===== config.mk =====
export PLATFORM = sky130hd
export DESIGN_NAME = wishbone_classic_bridge_flat
export DESIGN_NICKNAME = d
export VERILOG_FILES = /design/src/rtl/wishbone_pkg.sv /design/src/rtl/wishbone_classic_bridge_if.sv /design/src/rtl/wishbone_timeout_counter.sv /design/src/rtl/wishbone_classic_bridge.sv /design/src/flat_wrapper.sv
export SDC_FILE = /design/constraint.sdc
export NUM_CORES = 1
export LEC_CHECK = 0
export ABC_AREA = 1
export CORE_MARGIN = 2
export CORE_UTILIZATION = 31
export CTS_CLUSTER_DIAMETER = 50
export DETAILED_ROUTE_END_ITERATION = 6
export PLACE_DENSITY = 0.66
export SYNTH_ARGS = -nofsm -noshare
export SYNTH_HDL_FRONTEND = slang
export SYNTH_HIERARCHICAL = 1
export SYNTH_SLANG_ARGS = --single-unit

===== constraint.sdc =====
create_clock -name CLK_I -period 1.2 [get_ports CLK_I]
set_input_delay 0.18 -clock CLK_I [delete_from_list [all_inputs] [get_ports CLK_I]]
set_output_delay 0.18 -clock CLK_I [all_outputs]
set_load 0.01 [all_outputs]

===== src/rtl/wishbone_pkg.sv =====
// Shared types for the Wishbone pipelined-to-classic bridge.
package wishbone_pkg;

  typedef enum logic {
    IDLE,
    BUSY
  } bridge_state_t;

  typedef enum logic [1:0] {
    NONE,
    ACK,
    ERR,
    RTY
  } term_kind_t;

  // Resolve simultaneous target terminations: ERR > RTY > ACK.
  function automatic term_kind_t term_decode(logic ack, logic err, logic rty);
    if (err) begin
      return ERR;
    end else if (rty) begin
      return RTY;
    end else if (ack) begin
      return ACK;
    end
    return NONE;
  endfunction

endpackage


===== src/rtl/wishbone_classic_bridge_if.sv =====
// Bundle of initiator-side (pipelined) and target-side (classic) Wishbone signals.
// slave: the bridge's view; master: the surrounding initiator/target environment.
interface wishbone_classic_bridge_if #(
  parameter int unsigned AddressWidth = 16,
  parameter int unsigned DataWidth    = 8,
  parameter int unsigned Granularity  = 8
);
  localparam int unsigned SELWidth = DataWidth / Granularity;

  logic                    I_CYC_I;
  logic                    I_STB_I;
  logic                    I_WE_I;
  logic [AddressWidth-1:0] I_ADR_I;
  logic [SELWidth-1:0]     I_SEL_I;
  logic [DataWidth-1:0]    I_DAT_I;
  logic [DataWidth-1:0]    I_DAT_O;
  logic                    I_ACK_O;
  logic                    I_ERR_O;
  logic                    I_RTY_O;
  logic                    I_STALL_O;

  logic                    T_CYC_O;
  logic                    T_STB_O;
  logic                    T_WE_O;
  logic [AddressWidth-1:0] T_ADR_O;
  logic [SELWidth-1:0]     T_SEL_O;
  logic [DataWidth-1:0]    T_DAT_O;
  logic [DataWidth-1:0]    T_DAT_I;
  logic                    T_ACK_I;
  logic                    T_ERR_I;
  logic                    T_RTY_I;

  modport slave (
    input  I_CYC_I, I_STB_I, I_WE_I, I_ADR_I, I_SEL_I, I_DAT_I,
    output I_DAT_O, I_ACK_O, I_ERR_O, I_RTY_O, I_STALL_O,
    output T_CYC_O, T_STB_O, T_WE_O, T_ADR_O, T_SEL_O, T_DAT_O,
    input  T_DAT_I, T_ACK_I, T_ERR_I, T_RTY_I
  );

  modport master (
    output I_CYC_I, I_STB_I, I_WE_I, I_ADR_I, I_SEL_I, I_DAT_I,
    input  I_DAT_O, I_ACK_O, I_ERR_O, I_RTY_O, I_STALL_O,
    input  T_CYC_O, T_STB_O, T_WE_O, T_ADR_O, T_SEL_O, T_DAT_O,
    output T_DAT_I, T_ACK_I, T_ERR_I, T_RTY_I
  );

endinterface


===== src/rtl/wishbone_timeout_counter.sv =====
// Watchdog for the bridge: counts consecutive BUSY cycles and flags expiry
// during the TimeoutCycles-th one.
module wishbone_timeout_counter #(
  parameter int unsigned TimeoutCycles = 255
) (
  input  logic CLK_I,
  input  logic RST_I,
  input  logic busy,
  output logic expired
);
  localparam logic [15:0] Limit = 16'(TimeoutCycles - 1);

  logic [15:0] count_q;

  // Count while busy; clear once the bridge leaves BUSY.
  always_ff @(posedge CLK_I) begin
    if (RST_I || !busy) begin
      count_q <= '0;
    end else begin
      count_q <= count_q + 16'd1;
    end
  end

  // Expiry is visible in the last allowed BUSY cycle so the bridge drops at that edge.
  always_comb begin
    expired = busy && (count_q == Limit);
  end

endmodule


===== src/rtl/wishbone_classic_bridge.sv =====
// Converts one pipelined Wishbone request at a time into a classic single-beat cycle.
// Optional watchdog: define WISHBONE_BRIDGE_TIMEOUT_EN.
module wishbone_classic_bridge
  import wishbone_pkg::*;
#(
  parameter int unsigned AddressWidth  = 16,
  parameter int unsigned DataWidth     = 8,
  parameter int unsigned Granularity   = 8,
  parameter int unsigned TimeoutCycles = 255
) (
  input logic                     CLK_I,
  input logic                     RST_I,
  wishbone_classic_bridge_if.slave bus
);
  localparam int unsigned SELWidth = DataWidth / Granularity;

  bridge_state_t           state_q, state_d;
  term_kind_t              resp_q, resp_d;
  term_kind_t              term;
  logic [AddressWidth-1:0] adr_q, adr_d;
  logic [SELWidth-1:0]     sel_q, sel_d;
  logic [DataWidth-1:0]    wdat_q, wdat_d;
  logic [DataWidth-1:0]    rdat_q, rdat_d;
  logic                    we_q, we_d;
  logic                    timeout;

`ifdef WISHBONE_BRIDGE_TIMEOUT_EN
  wishbone_timeout_counter #(
    .TimeoutCycles(TimeoutCycles)
  ) u_timeout (
    .CLK_I  (CLK_I),
    .RST_I  (RST_I),
    .busy   (state_q == BUSY),
    .expired(timeout)
  );
`else
  assign timeout = 1'b0;
`endif

  assign term = term_decode(bus.T_ACK_I, bus.T_ERR_I, bus.T_RTY_I);

  // Next-state: accept in IDLE; in BUSY resolve abort > termination > watchdog.
  always_comb begin
    state_d = state_q;
    resp_d  = NONE;
    adr_d   = adr_q;
    sel_d   = sel_q;
    wdat_d  = wdat_q;
    rdat_d  = rdat_q;
    we_d    = we_q;
    case (state_q)
      IDLE: begin
        if (bus.I_CYC_I && bus.I_STB_I) begin
          adr_d   = bus.I_ADR_I;
          sel_d   = bus.I_SEL_I;
          wdat_d  = bus.I_DAT_I;
          we_d    = bus.I_WE_I;
          state_d = BUSY;
        end
      end
      BUSY: begin
        if (!bus.I_CYC_I) begin
          state_d = IDLE;
        end else if (term != NONE) begin
          state_d = IDLE;
          resp_d  = term;
          if (term == ACK && !we_q) begin
            rdat_d = bus.T_DAT_I;
          end
        end else if (timeout) begin
          state_d = IDLE;
          resp_d  = ERR;
        end
      end
      default: state_d = IDLE;
    endcase
  end

  // State, captured request, read data and one-cycle response register.
  always_ff @(posedge CLK_I) begin
    if (RST_I) begin
      state_q <= IDLE;
      resp_q  <= NONE;
      adr_q   <= '0;
      sel_q   <= '0;
      wdat_q  <= '0;
      rdat_q  <= '0;
      we_q    <= 1'b0;
    end else begin
      state_q <= state_d;
      resp_q  <= resp_d;
      adr_q   <= adr_d;
      sel_q   <= sel_d;
      wdat_q  <= wdat_d;
      rdat_q  <= rdat_d;
      we_q    <= we_d;
    end
  end

  // Outputs come straight from registers.
  always_comb begin
    bus.T_CYC_O   = (state_q == BUSY);
    bus.T_STB_O   = (state_q == BUSY);
    bus.I_STALL_O = (state_q == BUSY);
    bus.T_WE_O    = we_q;
    bus.T_ADR_O   = adr_q;
    bus.T_SEL_O   = sel_q;
    bus.T_DAT_O   = wdat_q;
    bus.I_DAT_O   = rdat_q;
    bus.I_ACK_O   = (resp_q == ACK);
    bus.I_ERR_O   = (resp_q == ERR);
    bus.I_RTY_O   = (resp_q == RTY);
  end

endmodule


===== src/flat_wrapper.sv =====
// flat-port wrapper written by rule: the top's interface ports become plain ports
module wishbone_classic_bridge_flat import wishbone_pkg::*;
#(
  parameter int unsigned AddressWidth  = 16,
  parameter int unsigned DataWidth     = 8,
  parameter int unsigned Granularity   = 8,
  parameter int unsigned TimeoutCycles = 255
)
  (CLK_I, RST_I, bus_I_CYC_I, bus_I_STB_I, bus_I_WE_I, bus_I_ADR_I, bus_I_SEL_I, bus_I_DAT_I, bus_I_DAT_O, bus_I_ACK_O, bus_I_ERR_O, bus_I_RTY_O, bus_I_STALL_O, bus_T_CYC_O, bus_T_STB_O, bus_T_WE_O, bus_T_ADR_O, bus_T_SEL_O, bus_T_DAT_O, bus_T_DAT_I, bus_T_ACK_I, bus_T_ERR_I, bus_T_RTY_I);
  wishbone_classic_bridge_if #(.AddressWidth(AddressWidth), .DataWidth(DataWidth), .Granularity(Granularity)) bus_i ();
  input logic CLK_I;
  input logic RST_I;
  input wire logic [$bits(bus_i.I_CYC_I)-1:0] bus_I_CYC_I;
  input wire logic [$bits(bus_i.I_STB_I)-1:0] bus_I_STB_I;
  input wire logic [$bits(bus_i.I_WE_I)-1:0] bus_I_WE_I;
  input wire logic [$bits(bus_i.I_ADR_I)-1:0] bus_I_ADR_I;
  input wire logic [$bits(bus_i.I_SEL_I)-1:0] bus_I_SEL_I;
  input wire logic [$bits(bus_i.I_DAT_I)-1:0] bus_I_DAT_I;
  output wire logic [$bits(bus_i.I_DAT_O)-1:0] bus_I_DAT_O;
  output wire logic [$bits(bus_i.I_ACK_O)-1:0] bus_I_ACK_O;
  output wire logic [$bits(bus_i.I_ERR_O)-1:0] bus_I_ERR_O;
  output wire logic [$bits(bus_i.I_RTY_O)-1:0] bus_I_RTY_O;
  output wire logic [$bits(bus_i.I_STALL_O)-1:0] bus_I_STALL_O;
  output wire logic [$bits(bus_i.T_CYC_O)-1:0] bus_T_CYC_O;
  output wire logic [$bits(bus_i.T_STB_O)-1:0] bus_T_STB_O;
  output wire logic [$bits(bus_i.T_WE_O)-1:0] bus_T_WE_O;
  output wire logic [$bits(bus_i.T_ADR_O)-1:0] bus_T_ADR_O;
  output wire logic [$bits(bus_i.T_SEL_O)-1:0] bus_T_SEL_O;
  output wire logic [$bits(bus_i.T_DAT_O)-1:0] bus_T_DAT_O;
  input wire logic [$bits(bus_i.T_DAT_I)-1:0] bus_T_DAT_I;
  input wire logic [$bits(bus_i.T_ACK_I)-1:0] bus_T_ACK_I;
  input wire logic [$bits(bus_i.T_ERR_I)-1:0] bus_T_ERR_I;
  input wire logic [$bits(bus_i.T_RTY_I)-1:0] bus_T_RTY_I;
  assign bus_i.I_CYC_I = bus_I_CYC_I;
  assign bus_i.I_STB_I = bus_I_STB_I;
  assign bus_i.I_WE_I = bus_I_WE_I;
  assign bus_i.I_ADR_I = bus_I_ADR_I;
  assign bus_i.I_SEL_I = bus_I_SEL_I;
  assign bus_i.I_DAT_I = bus_I_DAT_I;
  assign bus_I_DAT_O = bus_i.I_DAT_O;
  assign bus_I_ACK_O = bus_i.I_ACK_O;
  assign bus_I_ERR_O = bus_i.I_ERR_O;
  assign bus_I_RTY_O = bus_i.I_RTY_O;
  assign bus_I_STALL_O = bus_i.I_STALL_O;
  assign bus_T_CYC_O = bus_i.T_CYC_O;
  assign bus_T_STB_O = bus_i.T_STB_O;
  assign bus_T_WE_O = bus_i.T_WE_O;
  assign bus_T_ADR_O = bus_i.T_ADR_O;
  assign bus_T_SEL_O = bus_i.T_SEL_O;
  assign bus_T_DAT_O = bus_i.T_DAT_O;
  assign bus_i.T_DAT_I = bus_T_DAT_I;
  assign bus_i.T_ACK_I = bus_T_ACK_I;
  assign bus_i.T_ERR_I = bus_T_ERR_I;
  assign bus_i.T_RTY_I = bus_T_RTY_I;
  wishbone_classic_bridge #(.AddressWidth(AddressWidth), .DataWidth(DataWidth), .Granularity(Granularity), .TimeoutCycles(TimeoutCycles)) u_core (.CLK_I(CLK_I), .RST_I(RST_I), .bus(bus_i));
endmodule

# Yosys cells after proc, flatten, opt, wreduce, memory -nomap -nowiden
# Index checks and enable logic that the tools add are counted.
[word_totals] reg_bits=37 inputBits=41 out_inout_bits=40
[classes] eq_ne=4 muxes=11 bitwise=3 n_reduce_logical=7
[op_table] cell="2-to-1 mux 2 bit" count=4
[op_table] cell="2-to-1 mux 1 bit" count=6
[op_table] cell="equality test 2 x 1 -> 1 bit, second input constant" count=2
[op_table] cell="equality test 2 bit, second input constant" count=2
[op_table] cell="AND reduction 4 bit" count=1
[op_table] cell="OR reduction 4 bit" count=1
[op_table] cell="inverter 1 bit" count=3
[op_table] cell="logical AND 1 bit" count=2
[op_table] cell="case mux 1 bit (2 select lines)" count=1
[op_table] cell="AND reduction 2 bit" count=1
[op_table] cell="nonzero test 2 bit" count=1
[op_table] cell="logical NOT 1 bit" count=1

# Logic depth before layout (Yosys ltp)
# Gate-level depths: netlist of the first run.
[depth] word_depth=8 mapped_depth=6

# Least setup slack after synthesis of the first run
# Ideal clock, no wire load.
[synth_timing] path_type="reg2reg" startpoint="register u_core.state_q (netlist: u_core/bus.I_STALL_O)" endpoint="register u_core.rdat_q[0] (netlist: u_core/bus.I_DAT_O[0])" setup_time_ns=0.110 arrival_ns=0.958 path_slack_ns=0.132 path_stages_with_launch=7 path_buffers=1 path_cell_list="dfxtp_1 nand2_1 inv_1 buf_4 nand4_1 nand2_1 nor2_1"
[synth_via] elab_chain_len=1
[synth_rtl] element="start, declared" line_no="wishbone_classic_bridge.sv:17" rtl="bridge_state_t state_q, state_d;"
[synth_rtl] element="start signal, assigned" line_no="wishbone_classic_bridge.sv:90" rtl="state_q <= state_d;"
[synth_rtl] element="AND reduction 4 bit (no line)"
[synth_rtl] element="end signal, assigned" line_no="wishbone_classic_bridge.sv:95" rtl="rdat_q <= rdat_d;"
[synth_rtl] element="end, declared" line_no="wishbone_classic_bridge.sv:23" rtl="logic [DataWidth-1:0] rdat_q, rdat_d;"
# Every way passes these cells.
# A chain may end at the register's enable or synchronous reset.

# Worst setup path in the final report of the first run
[layout_timing] startpoint="register u_core.state_q (netlist: u_core/bus.I_STALL_O)" endpoint="output port bus_T_STB_O"
[layout_lines] element="end, declared" line_no="flat_wrapper.sv:25" rtl="output wire logic [$bits(bus_i.T_STB_O)-1:0] bus_T_STB_O;"
# No word-level cell between the ends.

==> impl_metrics.py, run 1 <==
metrics = {
    "clock_network": {
        "cts_tree": "built",
        "cts_buffer_depth": 2,
        "numCtsBuffers": 5,
        "clkSinkCount": 37,
        "post_cts_buffers": 0,
        "root_buffer": "clkbuf_8",
        "clkTransAtPathRegs_ps": 70,
        "clk_latency_ps": 280,
        "htreeDepth": 2,
    },
    "sta": {
        "worst_slack_ps": 63.3,
        "fin_crit_sh_pct": 94.7,
        "clock.fmax_ghz": 0.880,
        "maxSlewViolCount": 0,
        "period_needed_ps": 1140,
        "rsz0062_at_grt": "false",
        "fin_worst_skew_ps": 5.55,
        "worstMarginPinSlew_ps": 268,
        "setup_viol": 0,
        "finalHoldViolations": 0,
        "relSlewSlack_pct": 82.1,
    },
    "floorplanning": {
        "initial_core_util_pct": 31.7,
        "coreArea_um2": 4690,
        "rows": 25,
        "pin_count": 81,
        "die-area_um2": 5370,
        "die_h_um": 73.3,
        "die_w_um": 73.3,
    },
    "layout": {
        "fillers": 486,
        "multi_input_area_um2": 559,
        "nNetsFinal": 332,
        "area_growth_syn_to_layout_pct": 64.8,
        "most-common-layout-cells": "64 x nor2_1, 40 x clkdlybuf4s50_1, 37 x dlygate4sd2_1, 34 x dfxtp_1, 30 x inv_1",
        "layout-drive-gt1-share_pct": 9.62,
        "n_antenna_cell": 0,
        "final_common_cell": "nor2_1",
        "seqCellArea_um2": 744,
        "fin_cells": 345,
    },
    "setup_path": {
        "crit_path_end_kind": "output pin",
        "timing.rr.start": "u_core/bus.I_STALL_O",
        "crit_family": "flip-flops",
        "start_kind": "register",
        "reg2reg_slack_ps": 120,
        "worstSetupPathType": "reg -> out",
        "critPathMaxStageDelay_ps": 390,
        "critPathBufInv": 1,
        "path_cells": "dlygate4sd2_1",
        "critPathArrivalTime_ps": 960,
        "crit_start": "u_core/bus.I_STALL_O",
        "slowest_stage": "dfxtp_2",
        "cp.required_ps": 1020,
        "cp_max_fo": 5,
    },
    "run_status": {
        "outcome": "complete, no violations",
    },
    "routing": {
        "route.detailed.wl_per_inst_um": 11.2,
        "wirelength_um": 3880,
        "via_count": 1482,
        "via_per_inst": 4.30,
        "drc": 0,
        "drt_iter0_drc": 53,
        "postRouteAntennaNets": 0,
        "firstDrtPassIters": 6,
    },
    "yosys": {
        "synthesis.area_um2": 1490,
        "netlist_instances": 204,
        "synth_top_area_share_pct": 49.7,
        "yosysTopAreaCell": "dfxtp_1",
        "synthTopCellsByArea": "dfxtp_1 50%, nor2_1 16%, o21ai_0 8.1%, inv_1 7.6%, nand2_1 4.8%",
        "synth.ff_latch_count": 37,
        "ys_warn_count": 6,
        "ys_types": 19,
        "avgSynthCellArea_um2": 7.30,
        "seq_area_frac_synth_pct": 49.7,
        "syn_nets": 245,
    },
    "pwr": {
        "p_leak_nw": 1.25,
        "peakVddDrop_mv": 0.740,
        "powerDensity_nw_per_um2": 1080,
        "p_total_mw": 2.65,
    },
    "place": {
        "placed_cells": 338,
        "dpl_worst_slack_ps": -206,
        "place_hpwl_um": 2810,
        "place.gp.congestion": 0.752,
        "portBuffers": 80,
    },
    "global_route": {
        "grt_pass1_wl_um": 6190,
        "grt_max_degree": 28,
        "grt.overflow.total": 0,
        "track_usage_pct": 14.7,
        "antenna_found_initial": 0,
        "grt_pass1_vias": 1389,
    },
    "hold_path": {
        "hold_path.class": "in -> reg",
        "hold_start": "RST_I",
    },
    "flow_run": {
        "maxCapViolations": 0,
    },
}
[area by class of cell]
type / instances / share of cell area [%]
inverter: 31 / 4.84
timing repair buffer: 91 / 35.7
clock buffer: 7 / 3.52
sequential: 37 / 30.3
multi-input combinational: 125 / 22.8
tap: 54 / 2.75
[where the power goes]
group	total, mW	internal [mW]	leakage, nW	switching, mW
Clock	0.867	0.456	0.0443	0.411
Sequential	1.33	1.29	0.305	0.0327
Combinational	0.457	0.259	0.899	0.197
[synthesized netlist by cell type]
library cell  instances
a21oi_1               1
buf_2                 4
buf_4                 3
buf_6                 2
clkbuf_1              2
dfxtp_1              37
inv_1                30
inv_2                 1
nand2_1              19
nand2_2               1
nand3_1               1
nand3_4               1
nand4_1               8
nor2_1               64
nor2_2                1
nor2_4                2
nor3_1                1
o21ai_0              24
o21ai_1               2
[worst paths after layout]
check        depth (start not counted)                    end
min                                  2   u_core/bus.I_STALL_O
max                                  1            bus_T_STB_O
max reg2reg                          7  u_core/bus.I_DAT_O[5]
min reg2reg                          4  u_core/bus.I_DAT_O[7]
[stage by stage]
| step | cell area [um2] | utilization, % | hold WS [ps] | TNS, ps |
|---|---|---|---|---|
| 6_report | 2450 | 52.3 | 444 | 0 |
| 4_1_cts | 2460 | 52.4 | 439 | 0 |
| 5_1_grt | 2450 | 52.3 | 453 | 0 |
| 2_1_floorplan | 1490 | - | 249 | 0 |
| 3_5_place_dp | 2420 | 51.5 | 494 | -6660 |
| 3_3_place_gp | 2420 | 51.5 | 487 | -6740 |
[repair_timing]
item | CTS | global route
gates cloned | 0 | 0
hold buffers | 0 | 0
resized for setup | 44 | 7
endpoints found under the setup margin | 40 | 4
[routing by layer]
metal	wire, um	global-route usage (%)	part of all wire, %
met1	1830	18.2	47
met3	324	7.00	8.4
met4	15	3.64	0.39
met2	1710	23.2	44
met5	0	0	0
[registers in the layout, summed over array words and instances (netlist names)]
name                  flops
u_core/bus.I_DAT_O        8
u_core/resp_q             2
u_core/bus.T_SEL_O        1
u_core/bus.T_DAT_O        8
u_core/bus.I_STALL_O      1
u_core/bus.T_WE_O         1
u_core/bus.T_ADR_O       16
[logic make-up after synthesis]
logic type,after synthesis,synth area share (%)
AOI/OAI and AO/OA,27,9.08
buffers and inverters,42,12.7
DFF,37,49.7
and+or+nand+nor,98,28.5
(Power assumes the default switching activity.)
==> run 2: changes to the inputs <==
Settings changed: CORE_ASPECT_RATIO set to 2, CORE_MARGIN 2 to unset.
==> run 2 against run 1 <==
Effect of this change: die area is 5.1% lower; largest power group unchanged; critical path depth is 2 higher; worst hold slack better by 15 ps; global-route usage is 1.4 points higher.
==> impl_metrics.py, run 2 (synthesized netlist as in run 1, its figures left out) <==
metrics = {
    "run_status": {
        "outcome": "complete, no violations",
    },
    "pwr": {
        "powerDensity_nw_per_um2": 1080,
        "peakVddDrop_mv": 1.06,
        "p_leak_nw": 1.25,
    },
    "routing": {
        "wirelength_um": 3850,
        "route.detailed.wl_per_inst_um": 11.1,
        "via_count": 1500,
        "drc": 0,
        "via_per_inst": 4.32,
        "drt_iter0_drc": 14,
        "firstDrtPassIters": 4,
        "postRouteAntennaNets": 0,
    },
    "setup_path": {
        "cp_max_fo": 3,
        "worstSetupPathType": "reg -> out",
        "critPathArrivalTime_ps": 940,
        "cp.required_ps": 1020,
        "start_kind": "register",
        "critPathMaxStageDelay_ps": 340,
        "slowest_stage": "dfxtp_2",
        "crit_path_end_kind": "output pin",
        "path_cells": "nand2_1, inv_1, clkdlybuf4s15_1",
    },
    "sta": {
        "worst_slack_ps": 81.0,
        "fin_crit_sh_pct": 93.2,
        "worstMarginPinSlew_ps": 257,
        "period_needed_ps": 1120,
        "maxSlewViolCount": 0,
        "setup_viol": 0,
        "clock.fmax_ghz": 0.894,
        "relSlewSlack_pct": 82.9,
        "finalHoldViolations": 0,
        "rsz0062_at_grt": "false",
        "fin_worst_skew_ps": 6.28,
    },
    "clock_network": {
        "clkTransAtPathRegs_ps": 70,
        "htreeDepth": 2,
        "cts_tree": "built",
        "clkSinkCount": 37,
        "clk_latency_ps": 280,
        "numCtsBuffers": 5,
        "cts_hold_buf": 0,
        "cts_buffer_depth": 2,
        "root_buffer": "clkbuf_8",
    },
    "floorplanning": {
        "die_h_um": 100,
        "rows": 35,
        "die_w_um": 51.0,
        "initial_core_util_pct": 32.4,
        "die-area_um2": 5100,
        "pin_count": 81,
        "coreArea_um2": 4600,
    },
    "global_route": {
        "grt_max_degree": 29,
        "antenna_found_initial": 0,
        "grt.overflow.total": 0,
        "grt_pass1_wl_um": 6300,
        "grt_pass1_vias": 1397,
        "track_usage_pct": 16.1,
    },
    "place": {
        "dpl_worst_slack_ps": -243,
        "placed_area_um2": 2390,
        "place_hpwl_um": 2800,
        "place.gp.congestion": 0.759,
        "portBuffers": 80,
        "placed_cells": 337,
    },
    "layout": {
        "most-common-layout-cells": "64 x nor2_1, 40 x clkdlybuf4s50_1, 37 x dlygate4sd2_1, 34 x dfxtp_1, 29 x inv_1",
        "nNetsFinal": 333,
        "final_common_cell": "nor2_1",
        "largest_register_ffs": 16,
        "stdcell_area_um2": 2450,
        "n_antenna_cell": 0,
        "area_growth_syn_to_layout_pct": 64.8,
        "layout-drive-gt1-share_pct": 10.3,
        "fin_cells": 347,
    },
    "flow_run": {
        "maxCapViolations": 0,
    },
    "hold_path": {
        "hold_path.class": "in -> reg",
    },
}
-- run 2: layer usage --
metal / global-route usage, % / part of all wire, %
met5: 0 / 0
met4: 5.77 / 1.2
met3: 5.15 / 7.4
met2: 28.1 / 53
met1: 17.7 / 39
-- run 2: cell type report --
cell class,instances,area (um2)
fill,473,2140
timing repair buffer,92,876
sequential,37,744
multi-input combinational,125,559
inverter,31,119
clock buffer,7,86.3
tap,55,68.8
-- run 2: metrics by stage --
stage | hold slack, ps | util [%] | power (mW) | TNS, ps
after detailed placement | 489 | 52.0 | 1.84 | -6810
after global routing | 475 | 53.4 | 2.78 | 0
final | 459 | 53.4 | 2.64 | 0
after global placement | 478 | 52.0 | 1.84 | -6320
after CTS | 448 | 52.9 | 2.66 | 0
after floorplan | 249 | - | 1.53 | 0
-- run 2: worst paths after layout --
kind / slack (ps) / endpoint / from / cells past startpoint
setup / recovery: 80 / bus_I_RTY_O / u_core/resp_q[1] / 3
hold / removal: 460 / u_core/bus.I_STALL_O / RST_I / 2
setup reg to reg: 120 / u_core/bus.T_SEL_O / u_core/bus.I_STALL_O / 5
hold reg to reg: 500 / u_core/bus.T_DAT_O[0] / u_core/bus.T_DAT_O[0] / 2
-- run 2: worst max-delay path, delay by kind of cell, from the launching register on --
family	cells	cell delay (ps)
flip-flops	1	340
buffers and inverters	2	260
AND/OR/NAND/NOR	1	50
-- run 2: report_power, final --
part	leakage (nW)	internal, mW	switching [mW]
registers	0.305	1.29	0.0291
logic	0.899	0.258	0.200
clock network	0.0443	0.455	0.406
-- run 2: repair_timing --
action | CTS | global route
setup endpoints to repair | 51 | 37
gates resized for setup | 44 | 8
pin swaps | 0 | 1
buffers inserted | 0 | 3
